$ cat config.mk
export PLATFORM = sky130hd
export DESIGN_NAME = spi_txn_arbiter
export DESIGN_NICKNAME = d
export VERILOG_FILES = /design/src/rtl/spi_txn_arbiter_pkg.sv /design/src/rtl/spi_txn_arbiter_rr_pick.sv /design/src/rtl/spi_txn_arbiter.sv
export SDC_FILE = /design/constraint.sdc
export NUM_CORES = 1
export LEC_CHECK = 0
export BUFFER_PORTS_ARGS = -buffer_cell sky130_fd_sc_hd__buf_4
export CAP_MARGIN = 20
export CORE_MARGIN = 2
export CORE_UTILIZATION = 25
export DETAILED_ROUTE_END_ITERATION = 7
export PLACE_DENSITY = 0.47
export RECOVER_POWER = 25
export SETUP_SLACK_MARGIN = 0.4
export SYNTH_ARGS = -nofsm -noshare
export SYNTH_HDL_FRONTEND = slang
export SYNTH_SLANG_ARGS = --single-unit
export TNS_END_PERCENT = 10
$ cat constraint.sdc
create_clock -name clk -period 3.1 [get_ports clk]
set_input_delay 0.62 -clock clk [delete_from_list [all_inputs] [get_ports clk]]
set_output_delay 0.62 -clock clk [all_outputs]
set_load 0.05 [all_outputs]
$ cat src/rtl/spi_txn_arbiter_pkg.sv
// Shared types and helpers for the SPI transaction arbiter.
package spi_txn_arbiter_pkg;

  // FSM state encoding, 3 bits.
  typedef enum logic [2:0] {
    S_IDLE    = 3'd0,
    S_START   = 3'd1,
    S_WAIT_LO = 3'd2,
    S_WAIT_HI = 3'd3,
    S_CAPT    = 3'd4
  } arb_state_t;

  // Default frame width, matches the SPI_MASTER build (`m = 9).
  localparam int FRAME_W = 9;

  // Bits needed to hold an index in 0..n-1; never less than one bit.
  function automatic int idx_w(input int n);
    return (n > 1) ? $clog2(n) : 1;
  endfunction

endpackage

$ cat src/rtl/spi_txn_arbiter_rr_pick.sv
// Combinational round-robin picker: first asserted req at or after ptr,
// wrapping modulo N. Output is one-hot; any flags a valid pick.
module spi_txn_arbiter_rr_pick
  import spi_txn_arbiter_pkg::*;
#(
  parameter int N = 4
) (
  input  logic [N-1:0]          req,
  input  logic [idx_w(N)-1:0]   ptr,
  output logic [N-1:0]          pick,
  output logic                  any
);

  localparam int PW = idx_w(N);

  logic [PW:0] pos;

  // Scan N positions starting at ptr; the first hit wins.
  always_comb begin
    pick = '0;
    any  = 1'b0;
    pos  = '0;
    for (int k = 0; k < N; k++) begin
      pos = {1'b0, ptr} + (PW+1)'(k);
      if (pos >= (PW+1)'(N)) pos = pos - (PW+1)'(N);
      if (!any && req[pos[PW-1:0]]) begin
        pick[pos[PW-1:0]] = 1'b1;
        any               = 1'b1;
      end
    end
  end

endmodule

$ cat src/rtl/spi_txn_arbiter.sv
// Round-robin arbiter sharing one SPI_MASTER between N requesters, one
// frame per grant. Drives st/MTX_DAT, detects frame end from LOAD, returns
// MRX_DAT with a one-cycle done pulse.
// Optional watchdog on the LOAD phases: define SPI_ARB_TIMEOUT_EN.
//
// state     | meaning
// ----------+-----------------------------------------------------------
// S_IDLE    | waiting for a request while the master reports idle (load=1)
// S_START   | st held high for ST_LEN cycles
// S_WAIT_LO | waiting for the master to pull load low (frame running)
// S_WAIT_HI | waiting for load to return high (frame end)
// S_CAPT    | rx_dat captured, done pulsing; grant released on exit
module spi_txn_arbiter
  import spi_txn_arbiter_pkg::*;
#(
  parameter int N      = 4,
  parameter int W      = FRAME_W,
  parameter int ST_LEN = 3,
  parameter int TO_CYC = 4096
) (
  input  logic           clk,
  input  logic           rst,
  input  logic [N-1:0]   req,
  input  logic [N*W-1:0] tx_dat,
  output logic [N-1:0]   gnt,
  output logic [N-1:0]   done,
  output logic [W-1:0]   rx_dat,
  output logic           busy,
  output logic [N-1:0]   err,
  output logic           st,
  output logic [W-1:0]   mtx_dat,
  input  logic           load,
  input  logic [W-1:0]   mrx_dat
);

  localparam int PW = idx_w(N);
  localparam int SW = idx_w(ST_LEN) + 1;
  localparam logic [SW-1:0] ST_LOAD = SW'(ST_LEN - 1);

  arb_state_t    state_q, state_n;
  logic          load_s1, load_s2;
  logic [N-1:0]  gnt_q, gnt_n;
  logic [N-1:0]  done_q, done_n;
  logic [N-1:0]  err_q, err_n;
  logic [N-1:0]  pick;
  logic          any;
  logic [PW-1:0] gnt_idx_q, gnt_idx_n;
  logic [PW-1:0] rr_ptr_q, rr_ptr_n;
  logic [PW-1:0] pick_idx, ptr_adv;
  logic [W-1:0]  mtx_q, mtx_n;
  logic [W-1:0]  rx_q, rx_n;
  logic [W-1:0]  tx_sel;
  logic [SW-1:0] st_cnt_q, st_cnt_n;
  logic          to_expire;

  spi_txn_arbiter_rr_pick #(.N(N)) u_pick (
    .req  (req),
    .ptr  (rr_ptr_q),
    .pick (pick),
    .any  (any)
  );

  // Two-flop synchroniser for the master's LOAD; clears to 0 so that after
  // reset no grant happens until load is actually seen high.
  always_ff @(posedge clk or posedge rst) begin
    if (rst) begin
      load_s1 <= 1'b0;
      load_s2 <= 1'b0;
    end else begin
      load_s1 <= load;
      load_s2 <= load_s1;
    end
  end

  // Encode the one-hot pick and select the matching payload slice.
  always_comb begin
    pick_idx = '0;
    tx_sel   = '0;
    for (int i = 0; i < N; i++) begin
      if (pick[i]) begin
        pick_idx = PW'(i);
        tx_sel   = tx_dat[i*W +: W];
      end
    end
  end

  assign ptr_adv = (gnt_idx_q == PW'(N - 1)) ? '0 : gnt_idx_q + PW'(1);

`ifdef SPI_ARB_TIMEOUT_EN
  localparam int TW = idx_w(TO_CYC) + 1;
  localparam logic [TW-1:0] TO_LOAD = TW'(TO_CYC - 1);

  logic [TW-1:0] to_cnt_q, to_cnt_n;

  // Watchdog down-counter, reloaded on entry to each LOAD-phase state.
  always_comb begin
    to_cnt_n = to_cnt_q;
    case (state_q)
      S_START:   to_cnt_n = TO_LOAD;
      S_WAIT_LO: begin
        if (!load_s2)              to_cnt_n = TO_LOAD;
        else if (to_cnt_q != '0)   to_cnt_n = to_cnt_q - TW'(1);
      end
      S_WAIT_HI: begin
        if (to_cnt_q != '0)        to_cnt_n = to_cnt_q - TW'(1);
      end
      default:   to_cnt_n = to_cnt_q;
    endcase
  end

  // Watchdog register.
  always_ff @(posedge clk or posedge rst) begin
    if (rst) to_cnt_q <= '0;
    else     to_cnt_q <= to_cnt_n;
  end

  assign to_expire = (to_cnt_q == '0);
`else
  assign to_expire = 1'b0;
`endif

  // Next-state and next-output logic.
  always_comb begin
    state_n   = state_q;
    gnt_n     = gnt_q;
    gnt_idx_n = gnt_idx_q;
    rr_ptr_n  = rr_ptr_q;
    done_n    = '0;
    err_n     = '0;
    rx_n      = rx_q;
    mtx_n     = mtx_q;
    st_cnt_n  = st_cnt_q;
    case (state_q)
      S_IDLE: begin
        if (any && load_s2) begin
          gnt_n     = pick;
          gnt_idx_n = pick_idx;
          mtx_n     = tx_sel;
          st_cnt_n  = ST_LOAD;
          state_n   = S_START;
        end
      end
      S_START: begin
        if (st_cnt_q == '0) state_n  = S_WAIT_LO;
        else                st_cnt_n = st_cnt_q - SW'(1);
      end
      S_WAIT_LO: begin
        if (!load_s2) begin
          state_n = S_WAIT_HI;
        end else if (to_expire) begin
          err_n    = gnt_q;
          gnt_n    = '0;
          rr_ptr_n = ptr_adv;
          state_n  = S_IDLE;
        end
      end
      S_WAIT_HI: begin
        if (load_s2) begin
          rx_n    = mrx_dat;
          done_n  = gnt_q;
          state_n = S_CAPT;
        end else if (to_expire) begin
          err_n    = gnt_q;
          gnt_n    = '0;
          rr_ptr_n = ptr_adv;
          state_n  = S_IDLE;
        end
      end
      S_CAPT: begin
        gnt_n    = '0;
        rr_ptr_n = ptr_adv;
        state_n  = S_IDLE;
      end
      default: begin
        gnt_n   = '0;
        state_n = S_IDLE;
      end
    endcase
  end

  // State and output registers.
  always_ff @(posedge clk or posedge rst) begin
    if (rst) begin
      state_q   <= S_IDLE;
      gnt_q     <= '0;
      gnt_idx_q <= '0;
      rr_ptr_q  <= '0;
      done_q    <= '0;
      err_q     <= '0;
      rx_q      <= '0;
      mtx_q     <= '0;
      st_cnt_q  <= '0;
    end else begin
      state_q   <= state_n;
      gnt_q     <= gnt_n;
      gnt_idx_q <= gnt_idx_n;
      rr_ptr_q  <= rr_ptr_n;
      done_q    <= done_n;
      err_q     <= err_n;
      rx_q      <= rx_n;
      mtx_q     <= mtx_n;
      st_cnt_q  <= st_cnt_n;
    end
  end

  assign gnt     = gnt_q;
  assign done    = done_q;
  assign err     = err_q;
  assign rx_dat  = rx_q;
  assign mtx_dat = mtx_q;
  assign busy    = (state_q != S_IDLE);
  assign st      = (state_q == S_START);

endmodule

==> flow_summary.toml <==
[sta]
setup_viol = 0
final.setup.tns_ps = 0
slew_headroom_pct = -41.1
rsz0062_at_grt = "false"
finalHoldViolCount = 0
drv_slew = 39
skew_ps = 5.79
fin_crit_sh_pct = 83.4
worstMarginPinSlew_ps = 2120
fmax_ghz = 0.387
period_minus_slack_ps = 2590
layout_setup_ws_ps = 514

[synth]
synth-edff-count = 0
ys_seq_area_share_pct = 42.2
yosys-top-cells-count = "nand2_1 (43), dfrtp_1 (38)"
ys.warnings.count = 0
yosys_register_bits = 38
syn_area_sq_um = 2250
synth_cells = 229
avgSynthCellArea_sq_um = 9.84
synth_area_leaders = "dfrtp_1 (42%), nand2_1 (7.2%), ha_1 (5.6%)"
synth_most_common_cell = "nand2_1"
async_flop_share_pct = 100
synth_flop_cell = "dfrtp_1"
synth.distinct_cells = 51
synth_top_area_share_pct = 42.2
yosysTopAreaCell = "dfrtp_1"

[worst_hold_path]
min_path_type = "reg2reg"
hp-start = "load_s1"
hold_end = "load_s2"
min_path_cells = 0

[placement]
dp_slack_ps = 373
postPlaceCellArea_sq_um = 2980
hpwl_microns = 4510
numPortBuffers = 79
routabilityCongestion = 0.813
dp.cells = 413

[setup_path]
cp.arrival_ps = 2760
crit_fanout = 10
start_kind = "flop"
r2r_setup_slack_ps = 510
worst_r2r_startpoint = "rr_ptr_q[0]"
worstRegToRegCells = 8
required_ps = 3270
path_class = "reg2reg"
endpoint_kind = "flop"
slowest_stage = "mux4_2"
cp_slowest_stage_delay_ps = 570
worstReg2RegEnd = "mtx_dat[7]"
cp_cell_sequence = "inv_2 > ha_4 > mux4_2 > buf_4 > a311oi_4 > nand2_4 > a221o_1 > a211o_1"

[power]
peakVddDrop_uv = 361
power_density_nw_per_um2 = 1070
leakage_uw = 0.00151

[run_status]
violations = "max-capacitance violations, max-slew violations"
outcome = "complete, but fails checks"

[die]
ios = 84
std_cell_rows = 34
dieArea_sq_um = 9790
die_h_microns = 98.9
core_sq_um = 8720
start_util_pct = 25.8
die-width_microns = 98.9

[grt]
grt_overflow = 0
grt_pass1_vias = 1904
antenna_found_initial = 0
grt_first_pass_wirelength_microns = 9560
grt_max_degree = 39
grt_use_total_pct = 12.1

[cts]
cts_tree = "done"
clockRootBuffer = "clkbuf_8"
clockBufferDepth = 2
clkTransAtPathRegs_ps = 80
insertion_delay_ps = 290
cts_sinks = 38
htreeDepth = 2
cts_buffers = 5

[final_layout]
diodes = 0
final_nets = 375
synthToLayoutAreaGrowth_pct = 37.0
drive_gt1_share_pct = 35.0
design_area_sq_um = 3090
fillers = 929
instances_no_fill = 422

[job]
cap_violations = 1

[routing]
drt-total-wl_microns = 6060
drt-pass1-iter-count = 4
drc = 0
viasPerCell = 4.64
vias = 1959
antenna_left = 0
routedWlPerCell_microns = 14.4
first_iter_violations = 47
==> report_power, final <==
part	internal [uW]	switching (uW)
logic	801	1320
registers	687	126
clock network	179	180
total	1670	1620
==> metal layers <==
layer | global-route usage, % | wire length [microns]
met2 | 19.0 | 2860
met3 | 2.98 | 356
met5 | 0 | 0
met1 | 16.7 | 2810
met4 | 3.37 | 42
==> cell type report <==
cell class	instances	area [sq um]	area share, %
inverters	10	37.5	1.22
multi-input cells	171	1220	39.5
repair buffers	87	649	21.0
clock inverters	2	12.5	0.405
well taps	108	135	4.38
flip-flops and latches	38	951	30.8
clock buffers	6	82.6	2.68
==> how the worst max path moves through the flow <==
stage                      startpoint  slack (ps)  cells past startpoint         end
after global routing              rst         270                      3  mtx_dat[5]
after detailed placement       req[2]         370                      7  mtx_dat[0]
after floorplan           rr_ptr_q[1]         400                     10  mtx_dat[0]
final                     rr_ptr_q[0]         510                      8  mtx_dat[7]
after CTS                 rr_ptr_q[0]         400                      8  mtx_dat[0]
after global placement         req[2]         380                      7  mtx_dat[3]
==> logic make-up (layout without fill, tap and decap cells) <==
kind of cell               after synthesis  after routing  share of synthesized area, %
muxes                                    6              6                          4.39
other                                    1              4                         0.166
buffers and inverters                   23            105                          5.61
DFF                                     38             38                          42.2
adders and majority gates               10             10                          5.55
xor gates and xnor gates                 1              1                         0.389
and+or+nand+nor                         91             91                          22.0
AOI/OAI and AO/OA                       59             59                          19.7
==> through the flow <==
stage	total power (uW)	hold WS, ps	utilization, %
after floorplan	2390	331	-
after global placement	2930	335	34.1
after detailed placement	2930	337	34.1
after CTS	3310	357	35.3
after global routing	3540	376	35.4
final	3290	353	35.4
==> critical path, delay by kind of cell, from the launching register on <==
kind	cells	cell delay [ps]
muxes	1	570
AOI/OAI and AO/OA	3	850
and+or+nand+nor	1	150
DFF	1	370
adders and majority gates	1	290
buffers and inverters	2	240
==> sequential cells by signal, summed over array words and instances (netlist names) <==
name / cells
done: 4
rr_ptr_q: 2
rx_dat: 9
mtx_dat: 9
load_s1: 1
load_s2: 1
gnt_idx_q: 2
gnt: 4
st_cnt_q: 3
state_q: 3
==> layout by cell type, fill, tap and decap left out, types with 6 or more instances in the layout <==
cell type,instances
and2_1,9
buf_4,84
clkbuf_8,6
dfrtp_1,38
ha_1,9
inv_1,8
nand2_1,42
o211ai_1,6
o21a_1,6
o21ai_0,10
==> repair_timing <==
item,in CTS,in global routing
setup buffers,0,1
endpoints found under the hold margin,0,0
setup endpoints to repair,5,9
hold buffers,0,0
resized for setup,1,5
(Power assumes the default switching activity.)
